<file path="config.mk">
export PLATFORM = sky130hd
export DESIGN_NAME = hid_report_arbiter
export DESIGN_NICKNAME = d
export VERILOG_FILES = /design/src/rtl/hid_pkg.sv /design/src/rtl/hid_fwft_fifo.sv /design/src/rtl/hid_report_arbiter.sv
export SDC_FILE = /design/constraint.sdc
export NUM_CORES = 1
export LEC_CHECK = 0
export ABC_AREA = 1
export BUFFER_PORTS_ARGS = -buffer_cell sky130_fd_sc_hd__buf_2
export CORE_MARGIN = 5
export CORE_UTILIZATION = 55
export CTS_BUF_LIST = sky130_fd_sc_hd__clkbuf_8
export DETAILED_ROUTE_END_ITERATION = 6
export PLACE_DENSITY = 0.74
export SYNTH_ARGS = -nofsm -noshare
export SYNTH_HDL_FRONTEND = slang
export SYNTH_SLANG_ARGS = --single-unit
</file>
<file path="constraint.sdc">
create_clock -name usbclk -period 8.4 [get_ports usbclk]
set_input_delay 0 -clock usbclk [delete_from_list [all_inputs] [get_ports usbclk]]
set_output_delay 0 -clock usbclk [all_outputs]
set_load 0.01 [all_outputs]
</file>
<file path="src/rtl/hid_pkg.sv">
// Shared types for the HID report merge path: device type codes and the FIFO entry layout.
package hid_pkg;

  localparam int HID_W  = 64;
  // Wide enough for the largest supported port count (8).
  localparam int PORT_W = 3;

  typedef enum logic [1:0] {
    TYP_NONE  = 2'd0,
    TYP_KBD   = 2'd1,
    TYP_MOUSE = 2'd2,
    TYP_GAME  = 2'd3
  } hid_typ_e;

  typedef struct packed {
    logic [PORT_W-1:0] port;
    logic [1:0]        typ;
    logic [HID_W-1:0]  data;
  } hid_entry_t;

  localparam int ENTRY_W = $bits(hid_entry_t);

endpackage

</file>
<file path="src/rtl/hid_fwft_fifo.sv">
// First-word-fall-through FIFO with occupancy output; head reads as zero while empty.
module hid_fwft_fifo #(
  parameter int W     = 8,
  parameter int DEPTH = 8,
  localparam int AW   = (DEPTH > 1) ? $clog2(DEPTH) : 1
) (
  input  logic         clk,
  input  logic         rst_n,
  input  logic         push_i,
  input  logic [W-1:0] din_i,
  input  logic         pop_i,
  output logic         valid_o,
  output logic [W-1:0] dout_o,
  output logic         full_o,
  output logic [AW:0]  level_o
);

  logic [W-1:0]  mem_q [DEPTH];
  logic [AW-1:0] wr_ptr_q, rd_ptr_q;
  logic [AW:0]   level_q;
  logic          do_push, do_pop;

  assign valid_o = (level_q != '0);
  assign full_o  = (level_q == (AW+1)'(DEPTH));
  assign do_pop  = pop_i && valid_o;
  // A full FIFO still takes a write when the head leaves in the same cycle.
  assign do_push = push_i && (!full_o || do_pop);
  assign dout_o  = valid_o ? mem_q[rd_ptr_q] : '0;
  assign level_o = level_q;

  always_ff @(posedge clk or negedge rst_n) begin
    if (!rst_n) begin
      wr_ptr_q <= '0;
      rd_ptr_q <= '0;
      level_q  <= '0;
    end else begin
      if (do_push) wr_ptr_q <= wr_ptr_q + AW'(1);
      if (do_pop)  rd_ptr_q <= rd_ptr_q + AW'(1);
      level_q <= level_q + (AW+1)'(do_push) - (AW+1)'(do_pop);
    end
  end

  always_ff @(posedge clk) begin
    if (do_push) mem_q[wr_ptr_q] <= din_i;
  end

endmodule

</file>
<file path="src/rtl/hid_report_arbiter.sv">
// Merges per-port HID report strobes into one ordered stream: holding slots, round-robin
// arbiter into a FWFT FIFO, activity LED stretchers and a saturating drop counter.
module hid_report_arbiter
  import hid_pkg::*;
#(
  parameter int NPORTS     = 2,
  parameter int DEPTH      = 8,
  parameter int ACT_CYCLES = 1200000,
  parameter int DROPW      = 8,
  localparam int PW = (NPORTS > 1) ? $clog2(NPORTS) : 1,
  localparam int LW = $clog2(DEPTH) + 1,
  localparam int CW = (ACT_CYCLES > 1) ? $clog2(ACT_CYCLES) : 1
) (
  input  logic                  usbclk,
  input  logic                  usbrst_n,
  input  logic [2*NPORTS-1:0]   in_typ,
  input  logic [NPORTS-1:0]     in_report,
  input  logic [NPORTS-1:0]     in_conerr,
  input  logic [64*NPORTS-1:0]  in_data,
  output logic                  out_valid,
  input  logic                  out_ready,
  output logic [PW-1:0]         out_port,
  output logic [1:0]            out_typ,
  output logic [63:0]           out_data,
  output logic [LW-1:0]         fifo_level,
  output logic [DROPW-1:0]      drop_cnt,
  output logic [NPORTS-1:0]     led_activity
);

  localparam int SW = DROPW + 4;

  logic [1:0] rst_sync_q;
  logic       rst_n;

  logic [NPORTS-1:0]             slot_vld_q, slot_vld_d;
  logic [NPORTS-1:0][1:0]        slot_typ_q, slot_typ_d;
  logic [NPORTS-1:0][HID_W-1:0]  slot_data_q, slot_data_d;
  logic [NPORTS-1:0][CW-1:0]     act_q, act_d;
  logic [PW-1:0]                 rr_q, rr_d;
  logic [DROPW-1:0]              drop_cnt_q, drop_cnt_d;

  logic [NPORTS-1:0] accept, lost, grant_hot, ovw;
  logic              pop, can_push, grant_vld, fifo_full;
  logic [PW-1:0]     grant_idx, cand;
  logic [SW-1:0]     drop_sum;
  hid_entry_t        push_entry, head;

  // Reset asserts immediately but releases on a clock edge.
  always_ff @(posedge usbclk or negedge usbrst_n) begin
    if (!usbrst_n) rst_sync_q <= '0;
    else           rst_sync_q <= {rst_sync_q[0], 1'b1};
  end
  assign rst_n = rst_sync_q[1];

  always_comb begin
    for (int i = 0; i < NPORTS; i++) begin
      lost[i]   = in_conerr[i] || (in_typ[2*i +: 2] == TYP_NONE);
      accept[i] = in_report[i] && !lost[i];
    end
  end

  assign pop      = out_valid && out_ready;
  assign can_push = !fifo_full || pop;

  // First valid slot at or after rr, wrapping.
  always_comb begin
    grant_vld = 1'b0;
    grant_idx = '0;
    cand      = '0;
    for (int k = 0; k < NPORTS; k++) begin
      cand = PW'((int'(rr_q) + k) % NPORTS);
      if (can_push && !grant_vld && slot_vld_q[cand]) begin
        grant_vld = 1'b1;
        grant_idx = cand;
      end
    end
  end

  assign grant_hot = grant_vld ? (NPORTS'(1) << grant_idx) : '0;
  assign rr_d      = grant_vld ? PW'((int'(grant_idx) + 1) % NPORTS) : rr_q;

  always_comb begin
    slot_vld_d  = slot_vld_q;
    slot_typ_d  = slot_typ_q;
    slot_data_d = slot_data_q;
    act_d       = act_q;
    ovw         = '0;
    for (int i = 0; i < NPORTS; i++) begin
      if (accept[i]) begin
        slot_vld_d[i]  = 1'b1;
        slot_typ_d[i]  = in_typ[2*i +: 2];
        slot_data_d[i] = in_data[HID_W*i +: HID_W];
        act_d[i]       = CW'(ACT_CYCLES - 1);
        // Reloading a slot that is leaving this cycle loses nothing.
        ovw[i]         = slot_vld_q[i] && !grant_hot[i];
      end else begin
        if (lost[i] || grant_hot[i]) slot_vld_d[i] = 1'b0;
        if (act_q[i] != '0)          act_d[i] = act_q[i] - CW'(1);
      end
    end
  end

  always_comb begin
    drop_sum = SW'(drop_cnt_q);
    for (int i = 0; i < NPORTS; i++) drop_sum = drop_sum + SW'(ovw[i]);
    drop_cnt_d = (drop_sum > SW'({DROPW{1'b1}})) ? {DROPW{1'b1}} : drop_sum[DROPW-1:0];
  end

  always_ff @(posedge usbclk or negedge rst_n) begin
    if (!rst_n) begin
      slot_vld_q  <= '0;
      slot_typ_q  <= '0;
      slot_data_q <= '0;
      act_q       <= '0;
      rr_q        <= '0;
      drop_cnt_q  <= '0;
    end else begin
      slot_vld_q  <= slot_vld_d;
      slot_typ_q  <= slot_typ_d;
      slot_data_q <= slot_data_d;
      act_q       <= act_d;
      rr_q        <= rr_d;
      drop_cnt_q  <= drop_cnt_d;
    end
  end

  always_comb begin
    push_entry.port = PORT_W'(grant_idx);
    push_entry.typ  = slot_typ_q[grant_idx];
    push_entry.data = slot_data_q[grant_idx];
  end

  hid_fwft_fifo #(
    .W     (ENTRY_W),
    .DEPTH (DEPTH)
  ) u_fifo (
    .clk     (usbclk),
    .rst_n   (rst_n),
    .push_i  (grant_vld),
    .din_i   (push_entry),
    .pop_i   (out_ready),
    .valid_o (out_valid),
    .dout_o  (head),
    .full_o  (fifo_full),
    .level_o (fifo_level)
  );

  assign out_port = head.port[PW-1:0];
  assign out_typ  = head.typ;
  assign out_data = head.data;
  assign drop_cnt = drop_cnt_q;

  always_comb begin
    for (int i = 0; i < NPORTS; i++) led_activity[i] = (act_q[i] != '0);
  end

endmodule
</file>
==> results by stage, run 1 <==
Final layout:
- In the final layout, the multi-input gates occupy 0.008313 mm^2.
- The count of placed standard cells in the final layout, fillers left out is 4038.
- The growth of design area from synthesis to finish is 18.54%.
- The number of inserted filler cells in the final layout is 3952.
- Of the cells placed in the final design, the portion with a size suffix greater than 1 is 13.07%.
- At the end of the flow, the number of nets in the layout was about 3400.
- The register cell area after layout is around 0.021 mm^2.

STA:
- After routing, the total negative slack on setup checks comes to 0 ps.
- The count of final setup violators is 0.
- The total count of hold-check failures in the final report is 0.
- Hold is met by 39.25 ps.
- The minimum period implied by the final worst setup slack is 3938 ps.
- The fraction of the cycle the final worst path needs is 46.88%.
- The worst slew slack as a fraction of its limit is between 10% and 20%.
- The worst-case setup margin in the final layout is between 4000 and 5000 ps.
- At the pin with the least slew margin, the transition time is approximately 1300 ps.
- Setup repair after global routing left no endpoint under its margin.
- Derived from the worst setup path, the maximum achievable clock frequency is roughly 250 MHz.
- The number of pins exceeding their max-slew limit in the final report is 0.
- For the final database, setup skew stands at 23.39 ps.

Clock tree:
- The hold-fix buffer count after cts is 200.
- The clock-pin slew on the worst setup and hold paths is roughly 60 ps.
- The total setup buffers inserted after CTS is 0.
- The number of buffers created by CTS is approximately 110.
- The buffer depth of the longest clock path is 3.
- The number of H-tree branching levels is 3.
- The cell at the root of the clock tree is clkbuf_8.
- The clock tree from TritonCTS is done.
- Clock tree synthesis found a total of 733 sinks.
- Gates resized during post-CTS repair numbered 0.
- The clock latency of the later-clocked register in the worst-skew pair is around 730 ps.

Power:
- The portion of total power attributed to sequential cells is 42.6%.
- The cell-internal power is 0.007134 W.
- Per report_power, the combinational group accounts for around a third of the total.
- The worst IR drop on VDD is 224.3 uV.
- The switching fraction of total power is 37.38%.
- Summed over all nets, the switching power comes to between 0.004 and 0.005 W.
- In this run the power density over the cells is 316.9 mW/mm^2.
- The clock network fraction of design power is between 20% and 30%.
- In this run the static leakage power is 14.76 nW.

Setup path:
- Along the worst path, the maximum fanout reaches around 120.
- Data arrives at the worst endpoint at approximately 3900 ps.
- The worst setup path is of the reg2out kind.
- For the worst setup path, the data required time is 8400 ps.
- The worst setup path is captured at an output pin.
- Counting cells, the worst reg-to-reg path comes to 18.
- STA classifies the critical path startpoint as a flip-flop.

Status:
- The flow ran to the end, and the final reports show no timing, DRC or antenna violations.

Detailed routing:
- After detailed routing, the average wire length per cell comes to roughly 20 um.
- The highest metal layer carrying signal wires in the routed design is met5.
- The final wirelength is roughly 80 mm.
- The pre-antenna-repair detailed-routing pass consisted of 6 iterations.
- In this run the remaining antenna-violating nets after routing total 0.
- Detailed routing placed a total of 7.303 mm of wire on met3.
- The average vias per placed instance is about 5.7.
- The initial detailed-routing violation count is 2257.
- The final routed DRC violation total is 0.
- Wire segments on met2 add up to 38.17 mm in the final route.
- The total via count after detailed routing is ~23000.
- The met1 layer wirelength in the final routing is 31.53 mm.

Global route:
- The sum of overflow across all layers after global routing is 0.
- The number of antenna violations at the first check in global routing was 6.
- For this run, the total global-route usage over all layers was measured as 26.55%.
- Entering global routing, the biggest net connects between 100 and 150 pins.
- The number of global-route vias before repair is 23060.
- The first global-routing pass estimated 125.7 mm of wire.

Synthesis:
- The synthesized netlist devotes 17.73% of its cell area to simple gates.
- The number of distinct library cell variants in the gate-level netlist after synthesis is 34.
- By count the netlist is led by 755 x nand2_1, 566 x nor2_1, 536 x edfxtp_1, 226 x o21ai_0, 197 x dfrtp_1.
- The synthesized netlist devotes 8.420% of its cell area to compound gates.
- Summing the areas of all fa, ha and maj instances in the mapped netlist gives less than 1% of the synthesized area.
- The number of storage elements in the synthesis netlist is 733.
- Sorting the synthesized cells by area gives the leading types as edfxtp_1 53%, dfrtp_1 16%, nand2_1 9.3%, nor2_1 7.0%, o21ai_0 3.7%.
- The top cell type by area accounts for 53.07% of the synthesized area.
- The yosys synthesis warning count is 0.
- The synthesized netlist occupies a cell area of 0.03033 mm^2.
- In the synthesized netlist the async set-or-reset flop fraction comes to 26.88%.
- The average size of a mapped cell is 10.72 um^2.
- The number of instances in the synthesized netlist is approximately 2800.
- In the post-synthesis netlist, the cell with the most instances is nand2_1.
- The synthesized netlist devotes 0.4332% of its cell area to XOR and XNOR gates.
- The mux contribution to synthesized area is 0%.
- Summing the sequential cell areas from Yosys gives 69.33% of the chip area.
- The number of enable-type register cells in the synthesized netlist is 536.
- The net count after synthesis is 2982.
- For this run, the leading register cell type out of synthesis is edfxtp_1.
- By area, the combinational part of the netlist is dominated by simple AND/OR/NAND/NOR gates.
- The library cell with the largest summed area after synthesis is edfxtp_1.

Floorplan:
- The die footprint is 0.05994 mm^2.
- The floorplan step defined a core boundary enclosing between 0.05 and 0.06 mm^2.
- Measured along the x axis, the die boundary spans between 200 and 250 um.
- The die is roughly 240 um tall.
- The floorplan has between 80 and 90 rows.
- The top-level port count is 221.
- For this configuration, the core starts out at a cell density of between 50 and 60%.

Min path:
- The number of cells on the worst hold path is 4.
- The path class of the tightest hold or removal check is in2reg.

Place:
- The pre-CTS worst setup slack is between 4000 and 5000 ps.
- The global placement routability congestion is 0.8799.
- The count of input and output buffers is 220.
- After detailed placement, the design holds a cell count of 3621.
- The sum of net half-perimeters after detailed placement is 43.27 mm.

Flow run:
- The count of maximum capacitance violations is 0.
-- cells in the final DEF (no fill, tap or decap), drive strengths merged --
master | netlist | final
clkinvlp | 0 | 1
fa | 2 | 2
conb | 1 | 1
o21ai | 290 | 290
inv | 61 | 110
nand3b | 1 | 1
o21bai | 1 | 1
nand2 | 758 | 758
diode | 0 | 5
a21o | 5 | 5
xor2 | 9 | 9
nor2 | 573 | 573
a21oi | 15 | 15
edfxtp | 536 | 536
nand4 | 10 | 10
nor3 | 7 | 7
o22ai | 67 | 67
ha | 11 | 11
buf | 91 | 247
clkinv | 0 | 38
dlygate4sd3 | 0 | 200
dfrtp | 197 | 197
xnor2 | 6 | 6
nand3 | 45 | 45
clkbuf | 69 | 122
o211ai | 75 | 75
bufinv | 0 | 2
-- state kept, by name, summed over array words and instances (netlist names), 3 cells and up --
name             flops
u_fifo.wr_ptr_q      3
act_q               42
slot_data_q        128
u_fifo.level_o       4
u_fifo.mem_q       536
slot_typ_q           4
u_fifo.rd_ptr_q      3
drop_cnt             8
-- cells by family (layout without fill, tap and decap cells) --
| group | Yosys count | after routing |
|---|---|---|
| simple gates | 1394 | 1394 |
| flops | 733 | 733 |
| compound gates | 453 | 453 |
| buf+inv | 221 | 720 |
| xor+xnor | 15 | 15 |
| fa+ha+maj | 13 | 13 |
| other cells | 1 | 6 |
-- metal layers --
metal | GRT usage, % | vias to the layer above
met1 | 35.32 | 11010
met2 | 42.40 | 1176
met4 | 12.51 | 4
li1 | - | 10420
met5 | 0 | -
met3 | 5.608 | 250
-- area by class of cell --
type | instances | share of cell area [%]
antenna | 5 | 0.03480
timing repair buffer | 447 | 9.230
sequential | 733 | 58.53
inverter | 61 | 0.6508
clock inverter | 90 | 1.316
tap | 704 | 2.450
multi-input combinational | 1876 | 23.12
clock buffer | 122 | 4.671
-- power groups by stage --
stage	sequential (W)	combinational, W	clock [W]
2_1_floorplan	0.00483	0.00245	0
3_3_place_gp	0.00489	0.00351	0
3_5_place_dp	0.00491	0.00362	0
4_1_cts	0.00484	0.00371	0.00284
5_1_grt	0.00489	0.00412	0.00303
6_report	0.00485	0.00373	0.00281
-- metrics by stage --
step	util [%]	total power [W]	instance area [um^2]
finish	65.51	0.01139	35950
detailed placement	57.92	0.008527	31780
global route	65.51	0.01204	35950
global placement	57.92	0.008407	31780
floorplan	-	0.007274	30330
CTS	65.49	0.01139	35940
-- worst paths after layout --
path / slack [ps] / startpoint / end
worst max-delay path: 4460 / u_fifo.rd_ptr_q[0] / out_data[43]
worst min-delay path: 40 / in_data[37] / slot_data_q[37]
worst max register to register: 4620 / u_fifo.level_o[2] / drop_cnt[2]
worst min register to register: 370 / rst_sync_q[0] / rst_sync_q[1]
max in group asynchronous: 6600 / rst_sync_q[1] / u_fifo.rd_ptr_q[1]
min in group asynchronous: 150 / usbrst_n / rst_sync_q[1]
-- worst max-delay path, cell delays in order, from the launching register on --
cell     delay [ps]
dfrtp_4         710
inv_6           740
buf_4           780
nor2_1          120
o22ai_1         250
nor2_1          100
nor2_1          250
buf_2           180
(Power assumes the default switching activity.)
==> run 2: changes to the inputs <==
- clock period: 8.4 -> 3.8 ns (I/O delays scaled with it)
==> run 2 against run 1 <==
Net effect:
- die area did not move
- non-clock buffer count fell by 38
- first-iteration DRC count rose by 12%
- register-to-register slack got worse by 4000 ps
- critical path depth fell by 1
- global-route usage fell by 0.76 points
- design area fell by 0.43%
- critical endpoint is now out_data[59]
- largest cell class unchanged
==> results by stage, run 2 (synthesis results as in run 1) <==
Status:
- The run finished with clean final reports.

Setup path:
- The kind of critical path is reg2out.
- The worst setup path is captured at an output pin.
- The destination of the worst register-to-register timing path is drop_cnt[3].
- The peak fanout along the critical path is 153 (+26%).
- The critical path goes through buf_12 > o21ai_0 > o211ai_1 > nand2_1 > nor2_1 > buf_2.
- The delay of the slowest cell on the worst path is 860 ps (+80 ps).
- The required time of the worst setup path is 3800 ps (-4600 ps).
- The startpoint of the lowest-slack register-to-register path is u_fifo.level_o[2].
- Among all stages on the critical path, the largest delay is contributed by dfrtp_4.
- STA classifies the critical path startpoint as a flip-flop.
- The depth of the worst register-to-register path is 18 (unchanged).
- The data arrival time of the critical path was 3260 ps (-680 ps).
- The worst-case register-to-register setup slack was 620 ps (-4000 ps).

Min path:
- For hold timing, the worst endpoint is slot_data_q[61].
- The number of cells on the worst hold path is 4 (unchanged).
- The startpoint of the most critical hold path is in_data[61].
- In this run the worst hold path is classified as in2reg.

Detailed routing:
- The initial detailed-routing violation count is 2523 (+12%).
- The average vias per placed instance is 5.637 (-0.41%).
- The antenna violation net count after detailed routing is 0 (unchanged).
- The total via count after detailed routing is 22570 (-1.3%).
- The routed wire length per instance is 19.61 um (-1.7%).
- The final wirelength came to 78.51 mm (-2.5%).
- The final routed DRC violation total came to 0 (unchanged).
- The first-pass iteration count of the detailed router is 7 (+1).

Global route:
- The number of antenna violations at the first check in global routing is 10 (+4).
- The sum of overflow across all layers after global routing is 0 (unchanged).
- The pin count of the biggest net entering global routing is 203 (+40%).
- The wire length of the first global-routing pass is 122.8 mm (-2.4%).
- The number of global-route vias before repair is 22370 (-3.0%).
- The total routing resource utilization after global routing is 25.79% (-0.76 points).

Place:
- The number of placed cells counting well taps is 3633 (+0.33%).
- The sum of net half-perimeters after detailed placement is 43.99 mm (+1.7%).
- The count of input and output buffers is 220 (unchanged).
- The global placement routability congestion came to 0.8622 (-2.0%).

Flow run:
- The count of maximum capacitance violations is 0 (unchanged).

Clock tree:
- The clock latency of the later-clocked register in the worst-skew pair is 690 ps (-40 ps).
- The buffer depth of the longest clock path is 3 (unchanged).
- The clock-pin slew on the worst setup and hold paths is 60 ps (about the same).
- The root buffer cell chosen for the clock tree is clkbuf_8.
- The number of buffers created by CTS is 111 (unchanged).
- The clock tree from TritonCTS is done.
- The total clock sinks came to 733 (unchanged).
- The number of H-tree branching levels was 3 (unchanged).
- The number of gates resized after CTS was 0 (unchanged).

STA:
- The largest clock skew in the final design is 16.37 ps (-7.025 ps).
- For this run, the top clock speed supported by timing is 306.4 MHz.
- The total count of hold-check failures in the final report was 0 (unchanged).
- The measured slew at the worst slew-check pin is 1062 ps (-233.9 ps).
- Counting I/O delays and the setup requirement, the final critical path takes ~3300 ps.
- The worst slew slack as a fraction of its limit was 29.19% (+16 points).
- The count of final setup violators is 0 (unchanged).
- The worst path uses 85.88% of the clock period.
- The number of pins exceeding their max-slew limit in the final report is 0 (unchanged).
- Setup repair after global routing left no endpoint under its margin.

Final layout:
- Leaving out fill and tap cells, the most frequent cell in the layout is nand2_1.
- The fraction of layout cells with a size suffix above 1 was 13.40% (+0.34 points).
- The count of placed standard cells in the final layout, fillers left out is 4004 (-0.84%).
- The area growth from synthesis to layout is 18.03%.
- The largest registers in the layout are u_fifo.mem_q (536), slot_data_q (128), act_q (42).
- The number of nets in the layout came to 3344 (-1.1%).
- The number of flip-flops under the largest register name is 536 (unchanged).
- The top cell types in the final layout, fill and taps aside, are 755 x nand2_1, 561 x nor2_1, 536 x edfxtp_1.
- The share of the core filled with cells came to 65.23% (-0.28 points).
- More flip-flops sit in one register than any other, and that register is u_fifo.mem_q.

Power:
- The cell-internal power was 0.01614 W (+130%).
- The portion of total power attributed to sequential cells came to 42.2% (-0.4 points).
- The power density normalized to cell area came to 712.4 mW/mm^2 (+120%).
- The switching fraction of total power is 36.70% (-0.68 points).
- The worst IR drop on VDD is 632.0 uV (+180%).
- The standby leakage power is 14.66 nW (-0.66%).
- The combinational share of power is 32.7% (about the same).
- The clock network fraction of design power is 25.1% (+0.4 points).
- The reported net switching power is 0.009359 W (+120%).

Floorplan:
- The horizontal die dimension is 244.8 um (unchanged).
- The top-level port count is 221 (unchanged).
- The count of standard-cell rows is 86 (unchanged).
- The die span in y is 244.8 um (unchanged).
- The effective utilization at floorplan came to 55.26% (unchanged).
- The die footprint is 0.05994 mm^2 (unchanged).
- The floorplan core area was 0.05488 mm^2 (unchanged).
==> run 2: worst max-delay path by stage <==
stage | from | to | slack (ps) | depth (start not counted)
floorplan | u_fifo.level_o[2] | u_fifo.mem_q[0][0] | -830 | 9
global placement | u_fifo.level_o[2] | drop_cnt[4] | 780 | 18
detailed placement | u_fifo.level_o[2] | drop_cnt[4] | 670 | 18
CTS | u_fifo.rd_ptr_q[0] | out_data[63] | 500 | 6
global route | u_fifo.level_o[2] | drop_cnt[4] | 240 | 18
finish | u_fifo.rd_ptr_q[0] | out_data[59] | 540 | 6
==> run 2: metrics by stage <==
stage               power, W  setup TNS [ps]  cell area (um^2)  hold slack (ps)  setup WS (ps)
floorplan            0.01606         -319480             30350           -295.6         -828.2
global placement     0.01881               0             32040           -213.6          781.3
detailed placement   0.01908               0             32040           -212.7          674.2
CTS                  0.02559               0             35770          0.08521          498.0
global route         0.02698               0             35790            44.90          242.4
finish               0.02550               0             35800            44.92          536.4
==> run 2: timing repair <==
action	in CTS	in global routing
buffers inserted	0	0
endpoints found under the hold margin	142	0
hold buffers	150	0
==> run 2: layer usage <==
metal  up-vias  GRT usage (%)  share of wire, %
met2      1059          41.46                48
li1      10360              -                 -
met5         -              0                 0
met1     10940          35.82                41
met4         0          10.41               3.5
met3       211          4.040               7.3
==> run 2: final cells by class <==
type                       count  area (um^2)
tap                          704        880.8
clock buffer                 122         1679
multi-input combinational   1876         8338
antenna                       10        25.02
clock inverter                89        551.8
sequential                   733        21040
inverter                      61        235.2
timing repair buffer         409         3045
fill                        4004        19080
==> run 2: worst max-delay path: cells and delay by family, from the launching register on <==
family	cells	cell delay (ps)
flip-flops	1	860
buffers and inverters	2	760
AO/OA/AOI/OAI	2	440
AND/OR/NAND/NOR	2	400
==> run 2: power by group through the flow <==
| stage | registers (W) | clock network [W] | logic, W |
|---|---|---|---|
| floorplan | 0.0106 | 0 | 0.00542 |
| global placement | 0.0108 | 0 | 0.00797 |
| detailed placement | 0.0109 | 0 | 0.00819 |
| CTS | 0.0107 | 0.00650 | 0.00835 |
| global route | 0.0109 | 0.00689 | 0.00924 |
| finish | 0.0108 | 0.00641 | 0.00833 |
